**config.mk**
```make
export PLATFORM = sky130hd
export DESIGN_NAME = gaussian_filter_pipe
export DESIGN_NICKNAME = d
export VERILOG_FILES = /design/src/rtl/gaussian_filter_pipe_pkg.sv /design/src/rtl/gauss_coef_bank.sv /design/src/rtl/gaussian_filter_pipe.sv
export SDC_FILE = /design/constraint.sdc
export NUM_CORES = 2
export LEC_CHECK = 0
export CORE_ASPECT_RATIO = 0.75
export CORE_MARGIN = 2
export CORE_UTILIZATION = 40
export DETAILED_ROUTE_END_ITERATION = 16
export SYNTH_ARGS = -nofsm -noshare
export SYNTH_HDL_FRONTEND = slang
export SYNTH_HIERARCHICAL = 1
export SYNTH_SLANG_ARGS = --single-unit
```
**constraint.sdc**
```tcl
create_clock -name clk -period 10.64 [get_ports clk]
set_input_delay 1.596 -clock clk [delete_from_list [all_inputs] [get_ports clk]]
set_output_delay 1.596 -clock clk [all_outputs]
set_load 0.02 [all_outputs]
```
**src/rtl/gaussian_filter_pipe_pkg.sv**
```systemverilog
// Shared constants for the Gaussian smoothing stage: default binomial kernels,
// their post-scale shifts, and the accumulator width helper.
package gaussian_filter_pipe_pkg;

    localparam int unsigned GAUSS_K3 [9] = '{1, 2, 1, 2, 4, 2, 1, 2, 1};
    localparam int unsigned GAUSS_K3_SHIFT = 4;

    localparam int unsigned GAUSS_K5 [25] = '{ 1,  4,  6,  4,  1,
                                               4, 16, 24, 16,  4,
                                               6, 24, 36, 24,  6,
                                               4, 16, 24, 16,  4,
                                               1,  4,  6,  4,  1};
    localparam int unsigned GAUSS_K5_SHIFT = 8;

    function automatic int unsigned gauss_default_coef(input int unsigned k, input int unsigned i);
        if (k == 5) begin
            return (i < 25) ? GAUSS_K5[i[4:0]] : 0;
        end
        return (i < 9) ? GAUSS_K3[i[3:0]] : 0;
    endfunction

    function automatic int unsigned gauss_default_shift(input int unsigned k);
        return (k == 5) ? GAUSS_K5_SHIFT : GAUSS_K3_SHIFT;
    endfunction

    // Full-precision sum of K*K unsigned products.
    function automatic int unsigned gauss_sum_w(input int unsigned data_w, input int unsigned coef_w,
                                                input int unsigned k);
        return data_w + coef_w + $clog2(k * k);
    endfunction

endpackage

```
**src/rtl/gauss_coef_bank.sv**
```systemverilog
// Shadow/active coefficient and shift register file. Writes land in the shadow set;
// a commit copies the pre-write shadow into the active set used by the pipeline.
module gauss_coef_bank
    import gaussian_filter_pipe_pkg::*;
#(
    parameter int unsigned K      = 3,
    parameter int unsigned COEF_W = 8
) (
    input  logic                     clk,
    input  logic                     rst,
    input  logic                     cfg_we,
    input  logic [$clog2(K*K)-1:0]   cfg_addr,
    input  logic [COEF_W-1:0]        cfg_data,
    input  logic [4:0]               cfg_shift,
    input  logic                     cfg_commit,
    output logic [K*K*COEF_W-1:0]    coef_act,
    output logic [4:0]               shift_act
);

    localparam int unsigned N  = K * K;
    localparam int unsigned AW = $clog2(K * K);

    logic [COEF_W-1:0] shadow_q [N];
    logic [COEF_W-1:0] active_q [N];
    logic [4:0]        shift_sh_q;
    logic [4:0]        shift_act_q;

    always_ff @(posedge clk or posedge rst) begin
        if (rst) begin
            for (int i = 0; i < N; i++) begin
                shadow_q[i] <= COEF_W'(gauss_default_coef(K, unsigned'(i)));
                active_q[i] <= COEF_W'(gauss_default_coef(K, unsigned'(i)));
            end
            shift_sh_q  <= 5'(gauss_default_shift(K));
            shift_act_q <= 5'(gauss_default_shift(K));
        end else begin
            // Non-blocking reads of shadow_q make a same-cycle write invisible to the commit.
            if (cfg_commit) begin
                for (int i = 0; i < N; i++) begin
                    active_q[i] <= shadow_q[i];
                end
                shift_act_q <= shift_sh_q;
            end
            for (int i = 0; i < N; i++) begin
                if (cfg_we && cfg_addr == AW'(i)) begin
                    shadow_q[i] <= cfg_data;
                end
            end
            if (cfg_we && cfg_addr == AW'(N - 1)) begin
                shift_sh_q <= cfg_shift;
            end
        end
    end

    always_comb begin
        coef_act = '0;
        for (int i = 0; i < N; i++) begin
            coef_act[i*COEF_W +: COEF_W] = active_q[i];
        end
    end

    assign shift_act = shift_act_q;

endmodule

```
**src/rtl/gaussian_filter_pipe.sv**
```systemverilog
// KxK Gaussian smoothing stage: multiply, sum, round/shift/saturate in three
// stages under one global enable, with programmable coefficients and bypass.
module gaussian_filter_pipe
    import gaussian_filter_pipe_pkg::*;
#(
    parameter int unsigned DATA_W = 8,
    parameter int unsigned K      = 3,
    parameter int unsigned COEF_W = 8,
    parameter int unsigned ROUND  = 1
) (
    input  logic                     clk,
    input  logic                     rst,
    input  logic [K*K*DATA_W-1:0]    win_in,
    input  logic                     win_valid,
    output logic                     win_ready,
    output logic [DATA_W-1:0]        pix_out,
    output logic                     pix_valid,
    input  logic                     pix_ready,
    input  logic                     bypass,
    input  logic                     cfg_we,
    input  logic [$clog2(K*K)-1:0]   cfg_addr,
    input  logic [COEF_W-1:0]        cfg_data,
    input  logic [4:0]               cfg_shift,
    input  logic                     cfg_commit
);

    localparam int unsigned N      = K * K;
    localparam int unsigned CENTRE = N / 2;
    localparam int unsigned PROD_W = DATA_W + COEF_W;
    localparam int unsigned SUM_W  = gauss_sum_w(DATA_W, COEF_W, K);
    // Headroom for a rounding term of up to 2^30.
    localparam int unsigned R_W    = SUM_W + 32;
    localparam logic [DATA_W-1:0] PIX_MAX = '1;

    generate
        if (K != 3 && K != 5) begin : g_bad_k
            $error("gaussian_filter_pipe: K must be 3 or 5");
        end
    endgenerate

    logic [N*COEF_W-1:0] coef_act;
    logic [4:0]          shift_act;

    gauss_coef_bank #(
        .K      (K),
        .COEF_W (COEF_W)
    ) u_coef_bank (
        .clk        (clk),
        .rst        (rst),
        .cfg_we     (cfg_we),
        .cfg_addr   (cfg_addr),
        .cfg_data   (cfg_data),
        .cfg_shift  (cfg_shift),
        .cfg_commit (cfg_commit),
        .coef_act   (coef_act),
        .shift_act  (shift_act)
    );

    logic en;
    assign en        = !pix_valid || pix_ready;
    assign win_ready = en;

    // S1: per-tap products; the shift travels with the beat so commits never touch it.
    logic              v1_q, byp1_q;
    logic [DATA_W-1:0] ctr1_q;
    logic [4:0]        shift1_q;
    logic [PROD_W-1:0] prod_q [N];

    always_ff @(posedge clk or posedge rst) begin
        if (rst) begin
            v1_q     <= 1'b0;
            byp1_q   <= 1'b0;
            ctr1_q   <= '0;
            shift1_q <= '0;
            for (int i = 0; i < N; i++) begin
                prod_q[i] <= '0;
            end
        end else if (en) begin
            v1_q     <= win_valid;
            byp1_q   <= bypass;
            ctr1_q   <= win_in[CENTRE*DATA_W +: DATA_W];
            shift1_q <= shift_act;
            for (int i = 0; i < N; i++) begin
                prod_q[i] <= PROD_W'(coef_act[i*COEF_W +: COEF_W]) *
                             PROD_W'(win_in[i*DATA_W +: DATA_W]);
            end
        end
    end

    // S2: full-precision sum.
    logic [SUM_W-1:0]  sum_d, sum2_q;
    logic              v2_q, byp2_q;
    logic [DATA_W-1:0] ctr2_q;
    logic [4:0]        shift2_q;

    always_comb begin
        sum_d = '0;
        for (int i = 0; i < N; i++) begin
            sum_d = sum_d + SUM_W'(prod_q[i]);
        end
    end

    always_ff @(posedge clk or posedge rst) begin
        if (rst) begin
            v2_q     <= 1'b0;
            byp2_q   <= 1'b0;
            ctr2_q   <= '0;
            shift2_q <= '0;
            sum2_q   <= '0;
        end else if (en) begin
            v2_q     <= v1_q;
            byp2_q   <= byp1_q;
            ctr2_q   <= ctr1_q;
            shift2_q <= shift1_q;
            sum2_q   <= sum_d;
        end
    end

    // S3: round, scale, saturate or bypass.
    logic [R_W-1:0]    rnd, r_sum, y;
    logic [DATA_W-1:0] pix_d, pix_q;
    logic              v3_q;

    always_comb begin
        rnd   = (ROUND != 0 && shift2_q != 5'd0) ? (R_W'(1) << (shift2_q - 5'd1)) : '0;
        r_sum = R_W'(sum2_q) + rnd;
        y     = r_sum >> shift2_q;
        pix_d = byp2_q ? ctr2_q : ((y > R_W'(PIX_MAX)) ? PIX_MAX : y[DATA_W-1:0]);
    end

    always_ff @(posedge clk or posedge rst) begin
        if (rst) begin
            v3_q  <= 1'b0;
            pix_q <= '0;
        end else if (en) begin
            v3_q  <= v2_q;
            pix_q <= pix_d;
        end
    end

    assign pix_out   = pix_q;
    assign pix_valid = v3_q;

endmodule

```
==> reports/summary.txt <==
Status: complete, no violations
# rows: 96
Final period utilization: 56.8%
Largest fanout on the critical path: 9
Fmax: 166 MHz
Tightest Pin Transition: 1.21 ns
Fin. Hold Viols: 0
DRC Markers: 0
Worst reg-to-reg path cell count: 16
Wirelength per Cell: 17.8 µm
Cts hold-fix bufs: 0
Hold Crit Depth: 2
Crit path top cell by count: fa_1
Crit start category: primary input
Reg clk slew, reported paths: 0.07 ns
Post-CTS Setup Inserts: 0
Min-Delay Endpoint: shift1_q[0]
EDFF count, synth: 0
Endpoint class of the critical path: register
Ys Warns: 6
Io pins: 106
Crit-path cells: clkdlybuf4s50_1, and2_1, fa_1, fa_1, inv_1, fa_1, fa_1, inv_1, ha_1, o21ai_0, a21boi_0, o21ai_0, a21boi_0, o21ai_0, a21oi_1, o31ai_1, xnor2_1, a21oi_1
Top cell type's share of synthesized area: 23.7%
CTS tree: done
Placer Congestion: 0.887
Layout cell share with drive strength beyond 1: 7.26%
Place WS: 4.08 ns
Grt total ovfl: 0
Design area: 40,500 µm²
Initial DRC Count: 1,842
Sequential fraction of the synthesis area: 24.4%
Synth cell count leaders: inv_1, nand2_1, fa_1
DRT antenna net count: 0
Area post-placement: 39,100 µm²
CP Buf/Inv Count: 3
Post-route minimum period: 6.04 ns
Slew Limit Fails: 0
RSZ-0062 raised after global routing: false
Hold WC Path Type: register to register
CP peak stage delay: 0.62 ns
Fin nets: 4,818
Root buf cell: clkbuf_16
Hold wc startpoint: u_coef_bank/shift_act[0]
Worst-Skew Late Latency: 0.58 ns
GRT Util Overall: 20.2%
Crit path DAT: 6.45 ns
Cts bufs inserted: 38
Post-DP HPWL: 72,600 µm
Routed vias/inst: 5.10
Worst Path Required: 11.05 ns
Average size of a mapped cell: 9.52 µm²
Post-Syn Instances: 3,865
# Max-Cap Violations: 0
DIE AREA: 94,400 µm²
Syn_nets: 4,761
DR pass1 iterations: 5
First-pass GRT wire length: 151,000 µm
Post-route setup slack: 4.60 ns
Most frequent cell after synthesis: inv_1
Final Setup Violations: 0
Setup CP Type: primary input to register
Synth Flop Type: dfrtp_1
H-Tree Depth: 2
Initial core utilization: 40.3%
Largest cells by area after synthesis: fa_1, dfrtp_1, ha_1
Reg2Reg Setup Slack: 4.78 ns
Vias in the first global route: 26,751
Worst r2r dst: pix_out[2]
Synthesis-to-finish area growth: 10.1%
Chip Width: 354 µm
#FFs+latches synth: 357
Mapped Area: 36,800 µm²
Maximum clock path buffer count: 3
Asr flop ratio synth: 100%
Max-slew headroom: 18.8%
Netlist cell types: 84
Synth area leader: fa_1
Initial antenna violation count: 3
Core Region: 91,300 µm²
Critical Path Slowest Stage Cell: clkdlybuf4s50_1
Inserted Diodes: 0
Post-Layout Cell Count: 5,177
Skew final: 0.0301 ns
Vias: 26,402
Family with the most delay on the worst path: adder cells
Die Ht: 267 µm
Port buffer count: 105
CTS sink cnt: 357
Overall routed net length: 92,200 µm
Largest net degree at the start of global routing: 197
Quantity of gates resized following cts: 0
FF-to-FF Start: shift2_q[2]
Placed Instances: 5,107
Setup TNS Final: 0 ns
## metal layers
layer  up-vias  part of all wire (%)  global-route usage, %
li1      12540                     -                      -
met1     13093                    50                   31.0
met2       683                    42                   29.4
met3        86                   7.3                   4.41
met4         0                   1.3                   3.00
met5         -                     0                      0
## metrics by stage
| step | util, % | hold WS (ns) |
|---|---|---|
| 2_1_floorplan | - | 0.430 |
| 3_3_place_gp | 42.8 | 0.447 |
| 3_5_place_dp | 42.8 | 0.450 |
| 4_1_cts | 44.4 | 0.468 |
| 5_1_grt | 44.4 | 0.494 |
| 6_report | 44.4 | 0.468 |
## worst min-delay path, delay by kind of cell (launching register included)
kind	cells	cell delay, ns
AND/OR/NAND/NOR	2	0.10
flip-flops	1	0.34
## state kept, by name, summed over array words and instances, names as in the netlist, 8 cells and up
signal	flops
sum2_q	20
ctr1_q	8
u_coef_bank/coef_act	72
u_coef_bank/shadow_q	72
prod_q	144
pix_out	8
ctr2_q	8
## layout make-up
cell class	count	area (µm²)
Clock buffer	48	1050
Clock inverter	22	350
Fill cell	8822	50800
Inverter	594	2250
Multi-Input combinational cell	2813	25200
Sequential cell	357	8960
Tap cell	1225	1530
Timing Repair Buffer	118	1160
## worst max path at each step
stage,to,cells past startpoint,slack (ns),from
2_1_floorplan,byp1_q,1,3.50,rst
6_report,prod_q[79],18,4.60,win_in[34]
3_5_place_dp,prod_q[47],18,4.08,win_in[50]
3_3_place_gp,prod_q[31],18,4.16,win_in[60]
4_1_cts,prod_q[79],18,4.65,win_in[34]
5_1_grt,prod_q[47],18,4.20,win_in[50]
## cells by family (layout without fill, tap and decap cells)
| logic type | Yosys count | after routing | share of synthesized area [%] |
|---|---|---|---|
| AOI/OAI and AO/OA | 483 | 483 | 8.28 |
| xor gates and xnor gates | 111 | 111 | 2.64 |
| adders and majority gates | 800 | 800 | 36.1 |
| buffers and inverters | 695 | 782 | 7.19 |
| DFF | 357 | 357 | 24.4 |
| muxes | 177 | 177 | 5.58 |
| and+or+nand+nor | 1242 | 1242 | 15.9 |
## cell usage in the layout (no fill, tap or decap), types with 63 or more instances in the layout
| cell | netlist | routed |
|---|---|---|
| inv_1 | 593 | 591 |
| fa_1 | 435 | 435 |
| and2_1 | 313 | 313 |
| mux2_2 | 149 | 149 |
| dfrtp_1 | 337 | 337 |
| o21ai_0 | 122 | 122 |
| clkdlybuf4s50_1 | 0 | 104 |
| nand2_1 | 572 | 572 |
| nor2_1 | 217 | 217 |
| ha_1 | 365 | 365 |
| xnor2_1 | 63 | 63 |
| a21oi_1 | 157 | 157 |
Power is not shown: default switching activity piles up to over one toggle a cycle in this logic, so the estimate is an artifact.
